$ cat src/rtl/mtc_ppa_pkg.sv
// rtl/mtc_ppa_pkg.sv - shared types and helpers for the mTC-PPA pointer controller
// Purpose: FSM state encoding and the pointer wrap helper.
// Ports: none (package).
package mtc_ppa_pkg;

  typedef enum logic [1:0] {
    IDLE     = 2'd0,
    ISSUE    = 2'd1,
    WAIT_PTR = 2'd2
  } state_t;

  // Widest pointer the helper handles; callers zero-extend into it and
  // truncate the result back to their own width.
  localparam int PTR_MAX_W = 32;

  // A grant at the MSB shifts the pointer out to zero; restart at bit 0.
  function automatic logic [PTR_MAX_W-1:0] ptr_wrap(input logic [PTR_MAX_W-1:0] p);
    return (p == '0) ? PTR_MAX_W'(1) : p;
  endfunction

endpackage

$ cat src/rtl/mtc_ppa_ptr_ctrl.sv
// rtl/mtc_ppa_ptr_ctrl.sv - priority pointer owner and request issuer for the mTC-PPA arbiter
// Purpose: accepts request vectors, pairs each with the current priority
//   pointer, issues both to the arbiter core, then waits for the next
//   pointer (or a round-done pulse) before accepting another request.
// Ports:
//   clk, reset                     clock, async active-high reset
//   in_req_i/_vld_i/_rdy_o         upstream request channel
//   out_req_o/out_ptr_o/_vld_o/_rdy_i  issue channel to arbiter core
//   in_ptr_next_i/_vld_i/_rdy_o    next-pointer channel from hptr mux
//   in_round_done_i                round finished without pointer update
//   ptr_o, busy_o, round_cnt_o     status
module mtc_ppa_ptr_ctrl
  import mtc_ppa_pkg::*;
#(
  parameter int WIDTH_N = 2,
  parameter int CNT_W   = 16
) (
  input  logic               clk,
  input  logic               reset,
  input  logic [WIDTH_N-1:0] in_req_i,
  input  logic               in_req_vld_i,
  output logic               in_req_rdy_o,
  output logic [WIDTH_N-1:0] out_req_o,
  output logic [WIDTH_N-1:0] out_ptr_o,
  output logic               out_req_vld_o,
  input  logic               out_req_rdy_i,
  input  logic [WIDTH_N-1:0] in_ptr_next_i,
  input  logic               in_ptr_next_vld_i,
  output logic               in_ptr_next_rdy_o,
  input  logic               in_round_done_i,
  output logic [WIDTH_N-1:0] ptr_o,
  output logic               busy_o,
  output logic [CNT_W-1:0]   round_cnt_o
);

  state_t             state_q, state_d;
  logic               alive_q;
  logic [WIDTH_N-1:0] req_q;
  logic [WIDTH_N-1:0] ptr_q;
  logic [CNT_W-1:0]   cnt_q;

  logic req_hs, ptr_hs, done_ev, req_nonzero;
  logic [WIDTH_N-1:0] ptr_next_wrapped;

  assign req_hs      = in_req_rdy_o & in_req_vld_i;
  assign req_nonzero = (in_req_i != '0);
  assign ptr_hs      = in_ptr_next_rdy_o & in_ptr_next_vld_i;
  assign done_ev     = (state_q == WAIT_PTR) & in_round_done_i;

  assign ptr_next_wrapped = WIDTH_N'(ptr_wrap(PTR_MAX_W'(in_ptr_next_i)));

  // Next-state and state-decoded outputs. alive_q keeps in_req_rdy_o low
  // while reset is held and releases it on the first clock afterwards,
  // without a combinational path from the reset pin.
  always_comb begin
    state_d           = state_q;
    in_req_rdy_o      = 1'b0;
    out_req_vld_o     = 1'b0;
    in_ptr_next_rdy_o = 1'b0;
    busy_o            = 1'b0;
    unique case (state_q)
      IDLE: begin
        in_req_rdy_o = alive_q;
        if (req_hs && req_nonzero) state_d = ISSUE;
      end
      ISSUE: begin
        out_req_vld_o = 1'b1;
        busy_o        = 1'b1;
        if (out_req_rdy_i) state_d = WAIT_PTR;
      end
      WAIT_PTR: begin
        in_ptr_next_rdy_o = 1'b1;
        busy_o            = 1'b1;
        if (in_ptr_next_vld_i || in_round_done_i) state_d = IDLE;
      end
      default: state_d = IDLE;
    endcase
  end

  always_ff @(posedge clk or posedge reset) begin
    if (reset) begin
      state_q <= IDLE;
      alive_q <= 1'b0;
      req_q   <= '0;
      ptr_q   <= WIDTH_N'(1);
      cnt_q   <= '0;
    end else begin
      state_q <= state_d;
      alive_q <= 1'b1;
      if (req_hs && req_nonzero) req_q <= in_req_i;
      // Pointer update wins over round_done; either ends the round once.
      if (ptr_hs) ptr_q <= ptr_next_wrapped;
      if (ptr_hs || done_ev) cnt_q <= cnt_q + CNT_W'(1);
    end
  end

  assign out_req_o   = req_q;
  assign out_ptr_o   = ptr_q;
  assign ptr_o       = ptr_q;
  assign round_cnt_o = cnt_q;

endmodule

$ cat config.mk
export PLATFORM = sky130hd
export DESIGN_NAME = mtc_ppa_ptr_ctrl
export DESIGN_NICKNAME = d
export VERILOG_FILES = /design/src/rtl/mtc_ppa_pkg.sv /design/src/rtl/mtc_ppa_ptr_ctrl.sv
export SDC_FILE = /design/constraint.sdc
export NUM_CORES = 1
export LEC_CHECK = 0
export ABC_AREA = 0
export BUFFER_PORTS_ARGS = -buffer_cell sky130_fd_sc_hd__buf_4
export CAP_MARGIN = 20
export CORE_MARGIN = 5
export CORE_UTILIZATION = 25
export CTS_CLUSTER_DIAMETER = 120
export CTS_CLUSTER_SIZE = 12
export DETAILED_ROUTE_END_ITERATION = 12
export PLACE_DENSITY = 0.45
export SYNTH_ARGS = -nofsm -noshare
export SYNTH_HDL_FRONTEND = slang
export SYNTH_SLANG_ARGS = --single-unit
$ cat constraint.sdc
create_clock -name clk -period 1.7 [get_ports clk]
set_input_delay 0.17 -clock clk [delete_from_list [all_inputs] [get_ports clk]]
set_output_delay 0.17 -clock clk [all_outputs]
set_load 0.01 [all_outputs]
==> results of run 1 <==
[path summary, 6_finish.rpt]
| check | endpoint | cells after the start |
|---|---|---|
| min in group asynchronous | round_cnt_o[10]$_DFFE_PP0P_ | 4 |
| hold reg to reg | round_cnt_o[15]$_DFFE_PP0P_ | 1 |
| setup / recovery | round_cnt_o[15]$_DFFE_PP0P_ | 6 |
| max in group asynchronous | out_ptr_o[0]$_DFFE_PP1P_ | 4 |
| setup reg to reg | round_cnt_o[15]$_DFFE_PP0P_ | 6 |
| hold / removal | out_ptr_o[1]$_DFFE_PP0P_ | 2 |
[critical path, delay by kind of cell (launching register included)]
kind / cells / cell delay (ps)
AOI/OAI and AO/OA: 1 / 110
xor gates and xnor gates: 1 / 140
adders and majority gates: 1 / 210
buffers and inverters: 1 / 80
DFF: 1 / 400
and+or+nand+nor: 2 / 490
[routing by layer]
layer  vias up  part of all wire
met5         -                 0
met4         0             0.016
met3         2             0.060
met2        21              0.49
met1       375              0.43
li1        402                 -
[cell families after synthesis]
| kind of cell | count (synthesis) | share of synthesized area |
|---|---|---|
| other cells | 1 | 0.00344 |
| simple gates | 33 | 0.169 |
| fa+ha+maj | 6 | 0.0688 |
| buf+inv | 9 | 0.0378 |
| compound gates | 7 | 0.0516 |
| mux | 2 | 0.0206 |
| flops | 23 | 0.529 |
| xor+xnor | 15 | 0.120 |
[layout by cell type (no fill, tap or decap), types with 2 or more instances in the layout]
cell      count
dfrtp_1      22
clkbuf_8      3
ha_1          5
mux2_2        2
inv_1         7
buf_4        39
nand2_1      11
nor4_4        2
nor2_1        5
xnor2_1      11
nand4_1       2
nand3_1       8
xor2_1        4
o21ai_0       3
[power groups by stage]
stage | clock, mW | sequential (mW) | combinational [mW]
floorplan | 0 | 0.850 | 0.390
global placement | 0 | 0.812 | 0.808
detailed placement | 0 | 0.818 | 0.813
CTS | 0.349 | 0.809 | 0.818
global route | 0.376 | 0.830 | 0.899
finish | 0.335 | 0.805 | 0.808
[stage by stage]
step / hold slack, ps / util
floorplan: 171 / -
global placement: 239 / 0.334
detailed placement: 240 / 0.334
CTS: 146 / 0.347
global route: 159 / 0.351
finish: 148 / 0.351
[flip-flops by register name (all words and copies together) (netlist names)]
register / cells
round_cnt_o: 16
out_ptr_o: 2
out_req_o: 2
state_q: 2
alive_q: 1
[timing repair]
item | CTS | global route
hold endpoints to repair | 22 | 0
setup buffers | 0 | 0
hold buffers | 1 | 0
setup endpoints to repair | 0 | 6
gates resized for setup | 0 | 3
[cell type report]
class / count / area share
clock buffers: 4 / 0.0299
inverters: 7 / 0.0174
multi-input cells: 64 / 0.326
flip-flops and latches: 23 / 0.383
well taps: 52 / 0.0432
repair buffers: 40 / 0.201
==> Flow_metrics.wiki, run 1 <==
{| class="wikitable"
! Metric !! Value
|-
| Hold wc startpoint || in_ptr_next_i[1]
|-
| Data required time of the critical path || 1850 ps
|-
| Highest ir drop seen on vdd || 0.487 mV
|-
| Top cell type's share of synthesized area || 0.505
|-
| Area growth from synthesis to final layout || 38.1%
|-
| CP startpoint || state_q[0]$_DFFE_PP0P_
|-
| DRT Wirelength || roughly 2300 microns
|-
| Fill cells || 445
|-
| Routability congestion estimate from global placement || 0.668
|-
| Switching component of the power || about 0.67 mW
|-
| Part of the total power dissipated in sequential elements || 0.413
|-
| Total internal power || 1.27 mW
|-
| Count of antenna diodes in the layout || 0
|-
| Slack of the critical path || 161 ps
|-
| Warning count from the yosys run || 0
|-
| Via density per instance || 4.21
|-
| Post-layout minimum cycle time || 1540 ps
|-
| Crit path cell chain || inv_1 > ha_2 > o21ai_2 > nor4_4 > nand4_1 > xnor2_1
|-
| Run status || finished clean
|-
| Least-Margin Pin Slew || about 500 ps
|-
| Post-route design area || about 1500 sq um
|-
| Insertion delay of the later-clocked pin in the worst-skew pair || 260 ps
|-
| Met2 Use GR || 0.141
|-
| Slowest cell on the critical path || dfrtp_1
|-
| Net Count, Synth || 112
|-
| Beginning of the worst register-to-register path || state_q[0]$_DFFE_PP0P_
|-
| Hold Crit Class || in -> reg
|-
| Top_reg_cell synth || dfrtp_1
|-
| Worst-path maximum fanout || 3
|-
| Headroom to the max-slew limit || 0.661
|-
| Clock Sinks || 23
|-
| Library cell with the highest instance count after synthesis || dfrtp_1
|-
| Overflow left after global routing || 0
|-
| Maximum single-stage delay on the critical path || about 400 ps
|-
| Sequential cell area || 577 sq um
|-
| Maximum number of pins on one net before global-route repair || 24
|-
| Syn Std Cell Area || 1090 sq um
|-
| Number of routed nets with antenna violations || 0
|-
| Detailed placer's ending HPWL || 1820 microns
|-
| Synth top cells by count || dfrtp_1, nand2_1, xnor2_1
|-
| Post-synth top area cell || dfrtp_1
|-
| Area of placed instances || roughly 1400 sq um
|-
| Core outline area || 4290 sq um
|-
| Static leakage power || approximately 0.75 nW
|-
| Die footprint || 5790 sq um
|-
| Synth top area cells || dfrtp_1, xnor2_1, ha_1
|-
| RSZ-0062 raised after global routing || no
|-
| Initial standard-cell utilization of the core || 0.254
|-
| Accumulated negative setup slack || 0 ps
|-
| Logic gate share of total power || 0.415
|-
| Total design power || 1.95 mW
|-
| Share of post-route cells with drive strength above 1 || 0.370
|-
| Sequential fraction of the synthesis area || 0.529
|-
| #FFs+latches synth || 23
|-
| Met1 GRT Util || 0.0896
|-
| Arrival time at the worst endpoint || 1690 ps
|-
| Number of global-route vias before repair || between 800 and 900
|-
| Area taken by multi-input logic gates || between 400 and 500 sq um
|-
| Global-route wire length before repair || approximately 4000 microns
|-
| Top-Level Pins || 36
|-
| Ratio of total power to cell area || approximately 1300 nW/um^2
|-
| Mean area per synthesized cell || 11.4 sq um
|-
| Number of synthesized flops with an enable pin || 0
|-
| Total iterations of the first detailed-routing run || 4
|-
| CTS tree || built
|-
| Std-Cell Rows || 24
|-
| Number of distinct library cells after synthesis || 25
|-
| # nets final || 155
|-
| GRT Overall Usage || 0.0823
|-
| Vertical die dimension || roughly 76 microns
|-
| Clock buffer count from CTS || 3
|-
| Worst Clk Skew || 2.02 ps
|-
| Met3 Track Usage GR || 0.0343
|-
| I/O Buffers || 35
|-
| Clock root buffer || clkbuf_8
|-
| Synthesized instance count || between 90 and 100
|-
| Highest-utilization routing layer at the global route stage || met2
|-
| Clock-pin slew on the worst setup and hold paths || around 80 ps
|-
| Pre-CTS setup slack || about 83 ps
|-
| Total count of hold-check failures in the final report || 0
|-
| Fin crit share || 0.905
|-
| Kind of launch point of the worst setup path || flop
|-
| Endpoints failing setup || 0
|-
| Worst Path Class, Setup || reg -> reg
|-
| Number of antenna violations at the first check in global routing || 0
|-
| Switching portion of total power || 0.346
|-
| Final cell count without fillers || 190
|-
| DRC || 0
|-
| Total via count after detailed routing || 800
|-
| Clock group share of total power || 0.172
|-
| Slack of the worst reg-to-reg path || about 160 ps
|-
| Maximum number of buffers from clock root to sink || 2
|-
| Count of placed standard cells including taps || 185
|-
| Post-DR wirelength/cell || 11.9 microns
|-
| Endpoint kind of the worst setup timing path || flop
|-
| Post-synth ARST share || 1.00
|-
| Iteration-0 DRC Markers || 17
|-
| Horiz. Die Dim || 76.1 microns
|-
| Number of pins with negative max-slew slack in the final report || 0
|-
| Max Clock Freq || 0.650 GHz
|-
| H-tree depth || 1
|-
| Number of max-cap violations || 0
|}
(Power assumes the default switching activity.)
==> run 2: changes to the inputs <==
ABC_AREA = 1   (was 0)
PLACE_DENSITY = 0.44   (was 0.45)
RECOVER_POWER = 50   (was not set)
REMOVE_ABC_BUFFERS = 1   (was not set)
==> run 2 against run 1 <==
Sequential share of layout area fell by 1.8 points. Non-clock buffer count fell by 3. First-iteration DRC count rose by 82%. Highest routed layer unchanged. Largest cell class is now multi-input gates. Global-route usage rose by 0.78 points.
==> Flow_metrics.wiki, run 2 <==
{| class="wikitable"
! Metric !! Value
|-
| Fraction of the mapped netlist area in adder cells || 0.0593
|-
| Met1 GRT Util || 0.106
|-
| Number of flip-flops under the largest register name || 16
|-
| Mean area per synthesized cell || 8.85 sq um
|-
| Hold Path Stages || 4
|-
| Total internal power || 1.15 mW
|-
| Slack of the critical path || about 120 ps
|-
| Maximum single-stage delay on the critical path || 420 ps
|-
| DRT Wirelength || 2770 microns
|-
| Top library cells by usage in the layout, fill and taps aside || nand2_1, dfrtp_1, inv_1
|-
| Number of max-cap violations || 0
|-
| Final hold slack || approximately 190 ps
|-
| Detailed placer's ending HPWL || 2200 microns
|-
| Area growth from synthesis to final layout || 25.1%
|-
| Die footprint || 6580 sq um
|-
| Std-Cell Rows || 25
|-
| Post-DR wirelength/cell || roughly 11 microns
|-
| Vertical die dimension || 81.1 microns
|-
| Worst Clk Skew || 1.95 ps
|-
| I/O Buffers || 35
|-
| Synthesized instance count || 143
|-
| Via density per instance || between 4 and 5
|-
| DRC || 0
|-
| Sequential fraction of the synthesis area || 0.456
|-
| Delay-heaviest family, CP || simple AND/OR/NAND/NOR gates
|-
| Total iterations of the first detailed-routing run || 4
|-
| CTS tree || built
|-
| Complex-gate fraction of the synthesized area || 0.0218
|-
| Fill cells || 548
|-
| Met2 Use GR || 0.163
|-
| Number of global-route vias before repair || 1,059
|-
| Endpoints failing setup || 0
|-
| Synth top cells by count || nand2_1, dfrtp_1, inv_1
|-
| Part of the total power dissipated in sequential elements || 0.435
|-
| Syn Std Cell Area || about 1300 sq um
|-
| Clock-pin slew on the worst setup and hold paths || 80 ps
|-
| Core outline area || 4820 sq um
|-
| Clock root buffer || clkbuf_8
|-
| Crit path cell chain || inv_1 > ha_1 > nand2_2 > nand2_4 > nand2_4 > nor2_8 > nand3_1 > nand2_1 > nand2_1
|-
| Hold Crit Class || in -> reg
|-
| Number of pins with negative max-slew slack in the final report || 0
|-
| Final cell count without fillers || ~250
|-
| Highest-utilization routing layer at the global route stage || met2
|-
| Synth Area in Simple Gates || 0.328
|-
| Highest ir drop seen on vdd || 0.509 mV
|-
| Count of instances resized after the clock tree is built || 0
|-
| Accumulated negative setup slack || 0 ps
|-
| FF-to-FF path depth || 9
|-
| Number of distinct library cells after synthesis || 24
|-
| Warning count from the yosys run || 0
|-
| Slowest cell on the critical path || dfrtp_1
|-
| Total via count after detailed routing || roughly 1,100
|-
| Static leakage power || 0.838 nW
|-
| Path length in cells of the critical path || 9
|-
| Top cell type's share of synthesized area || 0.435
|-
| Initial standard-cell utilization of the core || 0.263
|-
| Library cell with the highest instance count after synthesis || nand2_1
|-
| # nets final || 199
|-
| Most common library cell in the layout ignoring fill and taps || nand2_1
|-
| Fin crit share || 0.928
|-
| Buffering stage count on the worst path with inverters included || 1
|-
| Logic gate share of total power || 0.385
|-
| Post-synth ARST share || 1.00
|-
| #FFs+latches synth || 23
|-
| Maximum number of pins on one net before global-route repair || 14
|-
| Largest family of logic cells by synthesized area || simple AND/OR/NAND/NOR gates
|-
| Kind of launch point of the worst setup path || flop
|-
| Count of placed standard cells including taps || between 200 and 250
|-
| Horiz. Die Dim || 81.1 microns
|-
| H-tree depth || 1
|-
| Endpoint of the worst-slack reg-to-reg timing path || round_cnt_o[14]$_DFFE_PP0P_
|-
| Post-synth top area cell || dfrtp_1
|-
| Switching component of the power || approximately 0.74 mW
|-
| Synth top area cells || dfrtp_1, nand2_1, inv_1
|-
| Pre-CTS setup slack || 121 ps
|-
| Clock buffer count from CTS || 3
|-
| Slack of the worst reg-to-reg path || 120 ps
|-
| Clock group share of total power || 0.180
|-
| Maximum number of buffers from clock root to sink || 2
|-
| Post-synthesis xor/xnor area fraction || 0.0485
|-
| Data required time of the critical path || 1860 ps
|-
| Top-Level Pins || 36
|-
| Insertion delay of the later-clocked pin in the worst-skew pair || 260 ps
|-
| Number of antenna violations at the first check in global routing || 0
|-
| Share of post-route cells with drive strength above 1 || 0.181
|-
| Clock Sinks || 23
|-
| Max Clock Freq || 0.634 GHz
|-
| Endpoint kind of the worst setup timing path || flop
|-
| Endpoint of the worst setup timing path || round_cnt_o[14]$_DFFE_PP0P_
|-
| Count of antenna diodes in the layout || 0
|-
| GRT Overall Usage || 0.0901
|-
| Worst Path Class, Setup || reg -> reg
|-
| Top_reg_cell synth || dfrtp_1
|-
| Worst-path maximum fanout || 9
|-
| Iteration-0 DRC Markers || 31
|-
| Switching portion of total power || 0.392
|-
| Beginning of the worst register-to-register path || state_q[0]$_DFFE_PP0P_
|-
| RSZ-0062 raised after global routing || no
|-
| Post-layout minimum cycle time || 1580 ps
|-
| Number of routed nets with antenna violations || 0
|-
| Overflow left after global routing || 0
|-
| Ratio of total power to cell area || between 1000 and 1500 nW/um^2
|-
| Routability congestion estimate from global placement || 0.779
|-
| Fraction of synthesized area in multiplexers || 0.00890
|-
| Run status || finished clean
|-
| Arrival time at the worst endpoint || 1740 ps
|-
| Met3 Track Usage GR || 0.00998
|-
| Global-route wire length before repair || about 4700 microns
|-
| CP startpoint || state_q[0]$_DFFE_PP0P_
|-
| Total count of hold-check failures in the final report || 0
|-
| Number of synthesized flops with an enable pin || 0
|}
[run 2: cell types whose count changed in the layout (fill, tap and decap cells not counted), sizes merged, moves of 4 or more]
cell and delta:
nand2 +32, buf -25, clkbuf +21, inv +14
xnor2 -9, nand3 +6, nor2 +5, nand4 +4
[run 2: worst min path at each step]
| stage | start | end | slack, ps |
|---|---|---|---|
| after detailed placement | reset | out_req_o[1]$_DFFE_PP0P_ | 220 |
| after CTS | in_ptr_next_i[1] | out_ptr_o[0]$_DFFE_PP1P_ | 180 |
| after global routing | in_ptr_next_i[0] | out_ptr_o[0]$_DFFE_PP1P_ | 190 |
| final | in_ptr_next_i[1] | out_ptr_o[0]$_DFFE_PP1P_ | 190 |
| after global placement | reset | out_req_o[1]$_DFFE_PP0P_ | 220 |
| after floorplan | reset | alive_q$_DFF_PP0_ | 170 |
[run 2: area by class of cell]
| class | instances | area (sq um) | area share |
|---|---|---|---|
| Clock buffer | 3 | 41.3 | 0.0261 |
| Clock inverter | 1 | 5.00 | 0.00316 |
| Inverter | 21 | 78.8 | 0.0498 |
| Multi-Input combinational cell | 97 | 594 | 0.375 |
| Sequential cell | 23 | 577 | 0.364 |
| Tap cell | 67 | 83.8 | 0.0530 |
| Timing Repair Buffer | 37 | 203 | 0.128 |
[run 2: what timing repair did]
| item | in CTS | in global routing |
|---|---|---|
| hold buffers | 1 | 0 |
| buffers inserted | 0 | 0 |
| hold endpoints to repair | 10 | 0 |
[run 2: metrics by stage]
stage	power, mW	cell area, sq um	utilization
2_1_floorplan	1.29	1250	-
5_1_grt	2.04	1580	0.329
3_5_place_dp	1.67	1600	0.333
4_1_cts	2.04	1660	0.345
3_3_place_gp	1.65	1600	0.333
6_report	1.89	1580	0.329
[run 2: kinds of logic (layout without fill, tap and decap cells)]
logic type      Yosys count  count (layout)
xor+xnor                  7               7
buf+inv                  23              62
fa+ha+maj                 6               6
flops                    23              23
mux                       1               1
compound gates            5               5
simple gates             77              77
other cells               1               1
[run 2: power groups by stage]
stage | Clock [mW] | Sequential [mW] | Combinational, mW
2_1_floorplan | 0 | 0.878 | 0.408
3_3_place_gp | 0 | 0.836 | 0.816
3_5_place_dp | 0 | 0.844 | 0.825
4_1_cts | 0.369 | 0.834 | 0.831
5_1_grt | 0.389 | 0.844 | 0.807
6_report | 0.341 | 0.823 | 0.728
[run 2: routing by layer]
| metal | vias up | wire (microns) |
|---|---|---|
| met3 | 2 | 117 |
| met1 | 508 | 1210 |
| li1 | 530 | - |
| met5 | - | 0 |
| met2 | 17 | 1410 |
| met4 | 0 | 32 |
[run 2: worst register-to-register path, cell delays in order, from the launching register on]
cell,delay [ps]
dfrtp_1,420
inv_1,120
ha_1,240
nand2_2,120
nand2_4,150
nand2_4,90
nor2_8,150
nand3_1,90
nand2_1,60
nand2_1,40
==> run 3: changes to the inputs <==
PLACE_DENSITY = 0.5   (was 0.44)
==> run 3 against run 2 <==
Power is 1.7% higher. Wire length is 6.9% lower. Cell count stayed put. Critical endpoint unchanged. Highest routed layer unchanged.
==> Flow_metrics.wiki, run 3 (synthesis gave the netlist of run 2 again) <==
{| class="wikitable"
! Metric !! Value
|-
| Run status || finished clean
|-
| Static leakage power || 0.867 nW
|-
| Number of pins with negative max-slew slack in the final report || 0
|-
| Std-Cell Rows || 25
|-
| Total iterations of the first detailed-routing run || 4
|-
| Initial standard-cell utilization of the core || 0.263
|-
| GRT Overall Usage || 0.0915
|-
| Endpoint of the worst-slack reg-to-reg timing path || round_cnt_o[14]$_DFFE_PP0P_
|-
| Worst Clk Skew || 2.76 ps
|-
| Worst-path maximum fanout || 9
|-
| Beginning of the worst register-to-register path || state_q[0]$_DFFE_PP0P_
|-
| Number of flip-flops under the largest register name || 16
|-
| Top library cells by usage in the layout, fill and taps aside || nand2_1, dfrtp_1, buf_4
|-
| Overflow left after global routing || 0
|-
| Highest ir drop seen on vdd || 0.355 mV
|-
| Endpoints failing setup || 0
|-
| Arrival time at the worst endpoint || 1680 ps
|-
| Maximum single-stage delay on the critical path || 420 ps
|-
| Hold wc startpoint || in_ptr_next_i[1]
|-
| Clock buffer count from CTS || 3
|-
| Sequential cell area || 577 sq um
|-
| Least-Margin Pin Slew || between 500 and 600 ps
|-
| Slack of the worst reg-to-reg path || roughly 180 ps
|-
| Share of post-route cells with drive strength above 1 || 0.231
|-
| Horiz. Die Dim || 81.1 microns
|-
| Global-route wire length before repair || 4820 microns
|-
| Number of antenna violations at the first check in global routing || 0
|-
| Number of routed nets with antenna violations || 0
|-
| Area taken by multi-input logic gates || 597 sq um
|-
| Area growth from synthesis to final layout || 27.6%
|-
| DRC || 0
|-
| Clock-pin slew on the worst setup and hold paths || 80 ps
|-
| Number of global-route vias before repair || 1,079
|-
| Hold Path Stages || 4
|-
| Core outline area || slightly below 5000 sq um
|-
| Fin crit share || 0.893
|-
| I/O Buffers || 35
|-
| Post-layout minimum cycle time || 1520 ps
|-
| Clock Sinks || 23
|-
| Final hold slack || roughly 180 ps
|-
| Min-Delay Endpoint || out_ptr_o[0]$_DFFE_PP1P_
|-
| Vertical die dimension || 81.1 microns
|-
| Hold Crit Class || in -> reg
|-
| Crit path cell chain || inv_1 > ha_2 > nand2_2 > nand2_4 > nand2_4 > nor2_8 > nand3_1 > nand2_1 > nand2_1
|-
| Iteration-0 DRC Markers || 51
|-
| Maximum number of pins on one net before global-route repair || 24
|-
| Delay-heaviest family, CP || simple AND/OR/NAND/NOR gates
|-
| RSZ-0062 raised after global routing || no
|-
| Total via count after detailed routing || 1,005
|-
| Core occupancy in the finished layout || 0.335
|-
| Maximum number of buffers from clock root to sink || 2
|-
| Total count of hold-check failures in the final report || 0
|-
| Number of max-cap violations || 0
|-
| H-tree depth || 1
|-
| Count of antenna diodes in the layout || 0
|-
| Buffering stage count on the worst path with inverters included || 1
|-
| Kind of launch point of the worst setup path || flop
|-
| Most common library cell in the layout ignoring fill and taps || nand2_1
|-
| Worst Path Class, Setup || reg -> reg
|-
| Ratio of total power to cell area || between 1000 and 1500 nW/um^2
|-
| Insertion delay of the later-clocked pin in the worst-skew pair || ~260 ps
|-
| CTS tree || built
|-
| Clock root buffer || clkbuf_8
|-
| Detailed placer's ending HPWL || about 2000 microns
|-
| Routability congestion estimate from global placement || 0.779
|-
| FF-to-FF path depth || 9
|-
| Endpoint kind of the worst setup timing path || flop
|-
| Slowest cell on the critical path || dfrtp_1
|-
| Data required time of the critical path || ~1900 ps
|-
| Post-DR wirelength/cell || 10.3 microns
|-
| # nets final || between 150 and 200
|-
| Top-Level Pins || 36
|-
| Headroom to the max-slew limit || 0.610
|-
| Via density per instance || ~4
|-
| Accumulated negative setup slack || 0 ps
|-
| DRT Wirelength || 2570 microns
|-
| Path length in cells of the critical path || 9
|-
| Die footprint || 6580 sq um
|-
| Max Clock Freq || 0.659 GHz
|-
| Fill cells || 550
|}
run 3: cell types whose count changed in the layout (fill, tap and decap cells not counted):
cell	previous run	this run
clkinv_2	1	0
ha_1	6	5
clkbuf_1	20	13
dfstp_2	0	1
ha_2	0	1
buf_4	14	22
dfstp_1	1	0
run 3: layer usage:
| metal | track usage | share of wire |
|---|---|---|
| met1 | 0.122 | 0.50 |
| met5 | 0 | 0 |
| met4 | 0.0355 | 0.012 |
| met2 | 0.151 | 0.47 |
| met3 | 0.00998 | 0.026 |
run 3: per-stage QoR:
stage          std cells  total power [mW]  cell area (sq um)  setup slack (ps)
2_1_floorplan        141              1.29               1250               213
3_3_place_gp         244              1.66               1600               178
3_5_place_dp         244              1.66               1600               135
4_1_cts              249              2.01               1660               126
5_1_grt              249              2.09               1610              8.76
6_report             249              1.92               1610               182
run 3: repair_timing:
| item | 4_1_cts | 5_1_grt |
|---|---|---|
| gates resized for setup | 0 | 1 |
| hold endpoints to repair | 22 | 0 |
| setup buffers | 0 | 0 |
| hold buffers | 1 | 0 |
| endpoints found under the setup margin | 0 | 8 |
run 3: where the power goes:
group	switching, mW	internal [mW]	total [mW]
clock	0.177	0.167	0.344
combinational	0.409	0.346	0.755
sequential	0.142	0.683	0.825
run 3: layout make-up:
type                            count  share of cell area
Tap cell                           67              0.0519
Sequential cell                    23               0.357
Inverter                           21              0.0488
Clock buffer                        4              0.0279
Timing Repair Buffer               37               0.144
Multi-Input combinational cell     97               0.370
run 3: worst min-delay path, cell delays in order:
cell,delay [ps]
buf_4,80
inv_1,30
nor2_1,70
o21ai_0,80
run 3: how the worst max path moves through the flow:
stage,from,to,slack (ps)
CTS,state_q[0]$_DFFE_PP0P_,round_cnt_o[14]$_DFFE_PP0P_,130
global route,state_q[0]$_DFFE_PP0P_,round_cnt_o[11]$_DFFE_PP0P_,9
floorplan,state_q[0]$_DFFE_PP0P_,round_cnt_o[12]$_DFFE_PP0P_,210
global placement,state_q[0]$_DFFE_PP0P_,round_cnt_o[12]$_DFFE_PP0P_,180
detailed placement,state_q[0]$_DFFE_PP0P_,round_cnt_o[14]$_DFFE_PP0P_,140
finish,state_q[0]$_DFFE_PP0P_,round_cnt_o[14]$_DFFE_PP0P_,180
